<file path="src/rtl/syzygy_dac_spi_arbiter_if.sv">
// Requester-side bundle for the SZG-DAC SPI arbiter: one instance per requester.
// master = requester (power-up controller or host path), slave = arbiter.
interface syzygy_dac_spi_arbiter_if;
    logic       req;
    logic [5:0] reg_addr;
    logic [7:0] wdata;
    logic       rw;
    logic       done;
    logic [7:0] rdata;
    logic       err;

    modport master (output req, reg_addr, wdata, rw, input done, rdata, err);
    modport slave  (input req, reg_addr, wdata, rw, output done, rdata, err);
endinterface

</file>
<file path="src/rtl/syzygy_dac_spi_arbiter.sv">
// Shares one SZG-DAC SPI engine between two requesters (R0 power-up, R1 host),
// with fixed-priority or round-robin tie-break and a hung-engine timeout.
module syzygy_dac_spi_arbiter #(
    parameter int FIXED_PRIO  = 0,
    parameter int TIMEOUT_CYC = 4096
) (
    input  logic                           clk,
    input  logic                           reset,
    syzygy_dac_spi_arbiter_if.slave        r0,
    syzygy_dac_spi_arbiter_if.slave        r1,
    output logic [5:0]                     spi_reg,
    output logic [7:0]                     spi_data_in,
    output logic                           spi_rw,
    output logic                           spi_send,
    input  logic                           spi_done,
    input  logic [7:0]                     spi_data_out,
    output logic                           busy,
    output logic                           grant,
    output logic                           timeout_flag
);

    typedef enum logic [1:0] {
        ST_IDLE  = 2'd0,
        ST_ISSUE = 2'd1,
        ST_WAIT  = 2'd2,
        ST_DONE  = 2'd3
    } state_t;

    localparam logic [15:0] TO_LAST = 16'(TIMEOUT_CYC - 1);

    state_t      state_r, state_s;
    logic [15:0] cnt_r, cnt_s;
    logic        last_grant_r, last_grant_s;
    logic        grant_r, grant_s;
    logic        busy_r, busy_s;
    logic [5:0]  spi_reg_r, spi_reg_s;
    logic [7:0]  spi_data_in_r, spi_data_in_s;
    logic        spi_rw_r, spi_rw_s;
    logic        spi_send_r, spi_send_s;
    logic        r0_done_r, r0_done_s, r1_done_r, r1_done_s;
    logic [7:0]  r0_rdata_r, r0_rdata_s, r1_rdata_r, r1_rdata_s;
    logic        r0_err_r, r0_err_s, r1_err_r, r1_err_s;
    logic        timeout_flag_r, timeout_flag_s;
    logic        pick_r1_s;

    // Tie-break: round-robin hands a tie to whoever did not own the last transaction.
    always_comb begin
        pick_r1_s = 1'b0;
        if (r0.req && r1.req) begin
            pick_r1_s = (FIXED_PRIO != 0) ? 1'b0 : ~last_grant_r;
        end else begin
            pick_r1_s = r1.req;
        end
    end

    // Next-state and next-output logic; every output is registered from these values.
    always_comb begin
        state_s        = state_r;
        cnt_s          = cnt_r;
        last_grant_s   = last_grant_r;
        grant_s        = grant_r;
        spi_reg_s      = spi_reg_r;
        spi_data_in_s  = spi_data_in_r;
        spi_rw_s       = spi_rw_r;
        spi_send_s     = 1'b0;
        r0_done_s      = 1'b0;
        r1_done_s      = 1'b0;
        r0_rdata_s     = r0_rdata_r;
        r1_rdata_s     = r1_rdata_r;
        r0_err_s       = r0_err_r;
        r1_err_s       = r1_err_r;
        timeout_flag_s = timeout_flag_r;
        case (state_r)
            ST_IDLE: begin
                if (r0.req || r1.req) begin
                    state_s       = ST_ISSUE;
                    grant_s       = pick_r1_s;
                    last_grant_s  = pick_r1_s;
                    spi_reg_s     = pick_r1_s ? r1.reg_addr : r0.reg_addr;
                    spi_data_in_s = pick_r1_s ? r1.wdata    : r0.wdata;
                    spi_rw_s      = pick_r1_s ? r1.rw       : r0.rw;
                    spi_send_s    = 1'b1;
                end else begin
                    state_s = ST_IDLE;
                end
            end
            ST_ISSUE: begin
                state_s = ST_WAIT;
                cnt_s   = 16'd0;
            end
            ST_WAIT: begin
                // A completion on the timeout cycle still counts as success.
                if (spi_done) begin
                    state_s = ST_DONE;
                    if (grant_r) begin
                        r1_rdata_s = spi_data_out;
                        r1_err_s   = 1'b0;
                        r1_done_s  = 1'b1;
                    end else begin
                        r0_rdata_s = spi_data_out;
                        r0_err_s   = 1'b0;
                        r0_done_s  = 1'b1;
                    end
                end else if (cnt_r == TO_LAST) begin
                    state_s        = ST_DONE;
                    timeout_flag_s = 1'b1;
                    if (grant_r) begin
                        r1_rdata_s = 8'hFF;
                        r1_err_s   = 1'b1;
                        r1_done_s  = 1'b1;
                    end else begin
                        r0_rdata_s = 8'hFF;
                        r0_err_s   = 1'b1;
                        r0_done_s  = 1'b1;
                    end
                end else begin
                    cnt_s = cnt_r + 16'd1;
                end
            end
            ST_DONE: begin
                state_s = ST_IDLE;
            end
            default: begin
                state_s = ST_IDLE;
            end
        endcase
        busy_s = (state_s != ST_IDLE);
    end

    // State and output registers with synchronous reset.
    always_ff @(posedge clk) begin
        if (reset) begin
            state_r        <= ST_IDLE;
            cnt_r          <= 16'd0;
            last_grant_r   <= 1'b1;
            grant_r        <= 1'b0;
            busy_r         <= 1'b0;
            spi_reg_r      <= 6'd0;
            spi_data_in_r  <= 8'd0;
            spi_rw_r       <= 1'b0;
            spi_send_r     <= 1'b0;
            r0_done_r      <= 1'b0;
            r1_done_r      <= 1'b0;
            r0_rdata_r     <= 8'd0;
            r1_rdata_r     <= 8'd0;
            r0_err_r       <= 1'b0;
            r1_err_r       <= 1'b0;
            timeout_flag_r <= 1'b0;
        end else begin
            state_r        <= state_s;
            cnt_r          <= cnt_s;
            last_grant_r   <= last_grant_s;
            grant_r        <= grant_s;
            busy_r         <= busy_s;
            spi_reg_r      <= spi_reg_s;
            spi_data_in_r  <= spi_data_in_s;
            spi_rw_r       <= spi_rw_s;
            spi_send_r     <= spi_send_s;
            r0_done_r      <= r0_done_s;
            r1_done_r      <= r1_done_s;
            r0_rdata_r     <= r0_rdata_s;
            r1_rdata_r     <= r1_rdata_s;
            r0_err_r       <= r0_err_s;
            r1_err_r       <= r1_err_s;
            timeout_flag_r <= timeout_flag_s;
        end
    end

    assign spi_reg      = spi_reg_r;
    assign spi_data_in  = spi_data_in_r;
    assign spi_rw       = spi_rw_r;
    assign spi_send     = spi_send_r;
    assign busy         = busy_r;
    assign grant        = grant_r;
    assign timeout_flag = timeout_flag_r;
    assign r0.done      = r0_done_r;
    assign r0.rdata     = r0_rdata_r;
    assign r0.err       = r0_err_r;
    assign r1.done      = r1_done_r;
    assign r1.rdata     = r1_rdata_r;
    assign r1.err       = r1_err_r;

endmodule

</file>
<file path="src/flat_wrapper.sv">
// flat-port wrapper written by rule: the top's interface ports become plain ports
module syzygy_dac_spi_arbiter_flat 
#(
    parameter int FIXED_PRIO  = 0,
    parameter int TIMEOUT_CYC = 4096
)
  (clk, reset, spi_reg, spi_data_in, spi_rw, spi_send, spi_done, spi_data_out, busy, grant, timeout_flag, r0_req, r0_reg_addr, r0_wdata, r0_rw, r0_done, r0_rdata, r0_err, r1_req, r1_reg_addr, r1_wdata, r1_rw, r1_done, r1_rdata, r1_err);
  syzygy_dac_spi_arbiter_if r0_i ();
  syzygy_dac_spi_arbiter_if r1_i ();
  input  logic clk;
  input  logic reset;
  output logic [5:0] spi_reg;
  output logic [7:0] spi_data_in;
  output logic spi_rw;
  output logic spi_send;
  input  logic spi_done;
  input  logic [7:0] spi_data_out;
  output logic busy;
  output logic grant;
  output logic timeout_flag;
  input wire logic [$bits(r0_i.req)-1:0] r0_req;
  input wire logic [$bits(r0_i.reg_addr)-1:0] r0_reg_addr;
  input wire logic [$bits(r0_i.wdata)-1:0] r0_wdata;
  input wire logic [$bits(r0_i.rw)-1:0] r0_rw;
  output wire logic [$bits(r0_i.done)-1:0] r0_done;
  output wire logic [$bits(r0_i.rdata)-1:0] r0_rdata;
  output wire logic [$bits(r0_i.err)-1:0] r0_err;
  input wire logic [$bits(r1_i.req)-1:0] r1_req;
  input wire logic [$bits(r1_i.reg_addr)-1:0] r1_reg_addr;
  input wire logic [$bits(r1_i.wdata)-1:0] r1_wdata;
  input wire logic [$bits(r1_i.rw)-1:0] r1_rw;
  output wire logic [$bits(r1_i.done)-1:0] r1_done;
  output wire logic [$bits(r1_i.rdata)-1:0] r1_rdata;
  output wire logic [$bits(r1_i.err)-1:0] r1_err;
  assign r0_i.req = r0_req;
  assign r0_i.reg_addr = r0_reg_addr;
  assign r0_i.wdata = r0_wdata;
  assign r0_i.rw = r0_rw;
  assign r0_done = r0_i.done;
  assign r0_rdata = r0_i.rdata;
  assign r0_err = r0_i.err;
  assign r1_i.req = r1_req;
  assign r1_i.reg_addr = r1_reg_addr;
  assign r1_i.wdata = r1_wdata;
  assign r1_i.rw = r1_rw;
  assign r1_done = r1_i.done;
  assign r1_rdata = r1_i.rdata;
  assign r1_err = r1_i.err;
  syzygy_dac_spi_arbiter #(.FIXED_PRIO(FIXED_PRIO), .TIMEOUT_CYC(TIMEOUT_CYC)) u_core (.clk(clk), .reset(reset), .r0(r0_i), .r1(r1_i), .spi_reg(spi_reg), .spi_data_in(spi_data_in), .spi_rw(spi_rw), .spi_send(spi_send), .spi_done(spi_done), .spi_data_out(spi_data_out), .busy(busy), .grant(grant), .timeout_flag(timeout_flag));
endmodule
</file>
<file path="config.mk">
export PLATFORM = sky130hd
export DESIGN_NAME = syzygy_dac_spi_arbiter_flat
export DESIGN_NICKNAME = d
export VERILOG_FILES = /design/src/rtl/syzygy_dac_spi_arbiter_if.sv /design/src/rtl/syzygy_dac_spi_arbiter.sv /design/src/flat_wrapper.sv
export SDC_FILE = /design/constraint.sdc
export NUM_CORES = 1
export LEC_CHECK = 0
export BUFFER_PORTS_ARGS = -buffer_cell sky130_fd_sc_hd__buf_2
export CORE_ASPECT_RATIO = 2
export CORE_MARGIN = 2
export CORE_UTILIZATION = 51
export CTS_BUF_LIST = sky130_fd_sc_hd__clkbuf_4 sky130_fd_sc_hd__clkbuf_8 sky130_fd_sc_hd__clkbuf_16
export DETAILED_ROUTE_END_ITERATION = 8
export GPL_ROUTABILITY_DRIVEN = 0
export GPL_TIMING_DRIVEN = 0
export PLACE_DENSITY = 0.8
export SLEW_MARGIN = 20
export SYNTH_ARGS = -nofsm -noshare
export SYNTH_HDL_FRONTEND = slang
export SYNTH_SLANG_ARGS = --single-unit
</file>
<file path="constraint.sdc">
create_clock -name clk -period 2.4 [get_ports clk]
set_input_delay 0.24 -clock clk [delete_from_list [all_inputs] [get_ports clk]]
set_output_delay 0.24 -clock clk [all_outputs]
set_load 0.05 [all_outputs]
</file>
==> metrics <==
vias after detailed routing about 2500; Critical Path RT about 2.7 ns; DIE AREA between 5000 and 6000 sq um; register area about 1200 sq um; max frequency 443.9 MHz; sequential area share after synthesis about 44%; start point of the worst min-delay path spi_done; fraction of layout cells with a size suffix above 1 28.64%; final setup TNS 0 ns; count of buffers inserted at the top-level ports 79; startpoint of the worst register-to-register path u_core.cnt_r[0]; overflow left after global routing 0; Netlist Area Pre-Place ~2600 sq um; wire length of the first global-routing pass a little over 10 mm; average cell area after synthesis between 8 and 9 sq um; Layout Utilization between 60 and 70%; cell total after placement between 400 and 500; synthesized flop and latch total 58; antenna diode count 0; Biggest register u_core.cnt_r; via-per-instance ratio 5.575; area share of the largest cell type after synthesis around 44%; reg2reg end u_core.cnt_r[11]; number of cells upsized or downsized after cts 0; chip height about 110 microns; Top-Level Pins 82; number of warnings reported in the yosys synthesis log 0; Largest register FFs 16; Site Rows 37; pin count of the biggest net entering global routing 11; number of buffers inserted by post-CTS setup repair 0; count of hold buffers inserted by post-cts repair 0; CTS Root Buffer Type sky130_fd_sc_hd__clkbuf_8; share of synthesized flip-flops with an asynchronous set or reset 0%; horizontal extent of the die 54.72 microns; drt first-iter violations ~110; kind of capture point of the worst setup path register; Skew-Pair Late Insertion Delay between 0.3 and 0.4 ns; CP endpoint u_core.cnt_r[11]; DPL Wire Length 4.749 mm; Num CTS Buffers 9; synth-to-layout area growth 25.42%; Rel. slew slack approximately 44%; Cell Count, Final, Fillers Out roughly 450; worst reg-to-reg path cell count 9; number of nets in the layout around 430; Gate Count Post-Synth between 200 and 300; clock tree buffer depth 2; run status finished clean; cell with the most instances after synthesis sky130_fd_sc_hd__nor2_1; setup repair after global routing missed its margin false; main flop type after synthesis sky130_fd_sc_hd__dfxtp_1; total routing resource utilization after global routing approximately a quarter; worst IR drop on VDD 0.8567 mV; Synth area leaders sky130_fd_sc_hd__dfxtp_1, sky130_fd_sc_hd__nor2_1, sky130_fd_sc_hd__mux2i_1; antenna violations before repair 0; biggest area consumer among synthesized cells sky130_fd_sc_hd__dfxtp_1; class of the tightest hold or removal check input pin to register; via count of the first global-routing pass about 2400; Commonest cells post-synth sky130_fd_sc_hd__nor2_1, sky130_fd_sc_hd__dfxtp_1, sky130_fd_sc_hd__a211oi_1, sky130_fd_sc_hd__o21a_1, sky130_fd_sc_hd__mux2i_1; Floorplan Core Area 5046 sq um; number of pins exceeding their max-slew limit in the final report 0; area occupied by multi-input gates ~1400 sq um; Avg WL per Cell ~14 microns; initial core utilization approximately half; register clock-pin slew on the reported worst setup and hold paths 0.07 ns; number of enable flip-flop cells after synthesis 0; largest fanout of any net on the critical path 10; DRC errors left 0; Period minus WS final roughly 2.3 ns; register-to-register setup slack between 0.1 and 0.15 ns; Crit Path Category register to register; max cap viols 0; Detailed Routing Iterations Pass 1 5; TritonCTS clock tree yes; Synthesized Nets 344; clock net sink count between 50 and 60; arrival time of the worst setup path between 2 and 3 ns; number of failing setup endpoints in the final timing report 0; startpoint type of the worst setup path register; number of distinct library cell variants in the gate-level netlist after synthesis 52; LEAKAGE roughly 1.5 nW; slew at the pin closest to its max-slew limit between 0.8 and 0.9 ns; Clock Skew ~0.013 ns; antenna-violating nets left 0; power density normalized to cell area 1093 nW/um^2; crit path launch u_core.cnt_r[0]; Tcrit/Tclk final around 94%; H-tree level count 3; Post-Route WL 6.393 mm; fillers between 400 and 500; Final Hold Vio Count 0
worst min path at each step:
stage	slack, ns	end	cells past startpoint
after detailed placement	0.45	u_core.r0.rdata[4]	1
final	0.22	u_core.state_r[0]	3
after global routing	0.23	u_core.state_r[0]	3
after CTS	0.21	u_core.state_r[0]	3
after floorplan	0.42	u_core.spi_send	2
after global placement	0.45	u_core.r0.rdata[7]	1
power by group:
part           switching [mW]  internal (mW)  total, mW  leakage [nW]
clock network           0.380          0.515      0.895         0.106
registers              0.0872           1.14       1.23         0.473
logic                    1.06          0.417       1.47         0.905
total                    1.52           2.07       3.60          1.48
through the flow:
step                hold WS, ns  power [mW]  setup WS, ns  instance area (sq um)
detailed placement       0.4487       2.711        0.1910                   3092
CTS                      0.2128       3.613        0.1797                   3291
floorplan                0.4209       2.370        0.4677                   2624
global placement         0.4452       2.670        0.2845                   3092
finish                   0.2208       3.595        0.1473                   3291
global route             0.2278       3.784       0.02155                   3291
cell families (layout without fill, tap and decap cells):
logic type / after synthesis / after routing / synth area share [%]
muxes: 16 / 16 / 6.151
buffers and inverters: 22 / 117 / 3.767
and+or+nand+nor: 128 / 128 / 24.99
AOI/OAI and AO/OA: 66 / 66 / 18.12
adders and majority gates: 5 / 5 / 2.384
DFF: 58 / 58 / 44.25
xor gates and xnor gates: 1 / 1 / 0.3339
cell type report:
cell class / instances / share of cell area, %
multi-input cells: 216 / 41.44
well taps: 58 / 2.205
flip-flops and latches: 58 / 35.29
clock buffers: 11 / 4.411
clock inverters: 5 / 1.635
repair buffers: 79 / 12.02
inverters: 3 / 0.3422
plain buffers: 19 / 2.662
worst max-delay path: stages (launching register included):
cell and delay (ns):
sky130_fd_sc_hd__dfxtp_1 0.38, sky130_fd_sc_hd__ha_1 0.17, sky130_fd_sc_hd__clkbuf_1 0.33, sky130_fd_sc_hd__and4_1 0.30, sky130_fd_sc_hd__and4_1 0.20, sky130_fd_sc_hd__buf_4 0.17
sky130_fd_sc_hd__nor2_1 0.06, sky130_fd_sc_hd__buf_2 0.19, sky130_fd_sc_hd__a2bb2oi_1 0.16, sky130_fd_sc_hd__a211oi_2 0.23
cells in the final DEF, fill, tap and decap left out, types with 2 or more instances in the layout:
master / synthesis / routed
sky130_fd_sc_hd__buf_2: 4 / 83
sky130_fd_sc_hd__nor2_1: 66 / 66
sky130_fd_sc_hd__dfxtp_1: 58 / 58
sky130_fd_sc_hd__a211oi_1: 16 / 16
sky130_fd_sc_hd__o21a_1: 16 / 16
sky130_fd_sc_hd__mux2i_1: 15 / 15
sky130_fd_sc_hd__nand2_1: 13 / 13
sky130_fd_sc_hd__clkbuf_1: 12 / 12
sky130_fd_sc_hd__clkbuf_8: 0 / 10
sky130_fd_sc_hd__nand3_1: 7 / 7
sky130_fd_sc_hd__a21oi_1: 7 / 7
sky130_fd_sc_hd__o21ai_0: 5 / 5
sky130_fd_sc_hd__nand4_1: 5 / 5
sky130_fd_sc_hd__ha_1: 5 / 5
sky130_fd_sc_hd__nor2b_1: 4 / 4
sky130_fd_sc_hd__and4_1: 4 / 4
sky130_fd_sc_hd__inv_1: 3 / 3
sky130_fd_sc_hd__and3_1: 3 / 3
sky130_fd_sc_hd__nor3_1: 3 / 3
sky130_fd_sc_hd__o31ai_1: 3 / 3
sky130_fd_sc_hd__or3_1: 3 / 3
sky130_fd_sc_hd__nand3b_1: 3 / 3
sky130_fd_sc_hd__a31oi_1: 3 / 3
sky130_fd_sc_hd__clkinv_2: 0 / 3
sky130_fd_sc_hd__a21boi_0: 2 / 2
sky130_fd_sc_hd__nand2b_1: 2 / 2
sky130_fd_sc_hd__or2_2: 2 / 2
sky130_fd_sc_hd__nor4_1: 2 / 2
sky130_fd_sc_hd__a2bb2oi_1: 2 / 2
sky130_fd_sc_hd__o41ai_1: 2 / 2
sky130_fd_sc_hd__nor2_2: 2 / 2
sky130_fd_sc_hd__a22oi_1: 2 / 2
layer usage:
layer  GRT usage [%]  vias up  wire (microns)  part of all wire (%)
met2           38.78       78            3340                    52
li1                -     1236               -                     -
met4           11.96        0             167                   2.6
met3           7.507       17             360                   5.6
met5               0        -               0                     0
met1           27.12     1172            2524                    39
(Power assumes the default switching activity.)
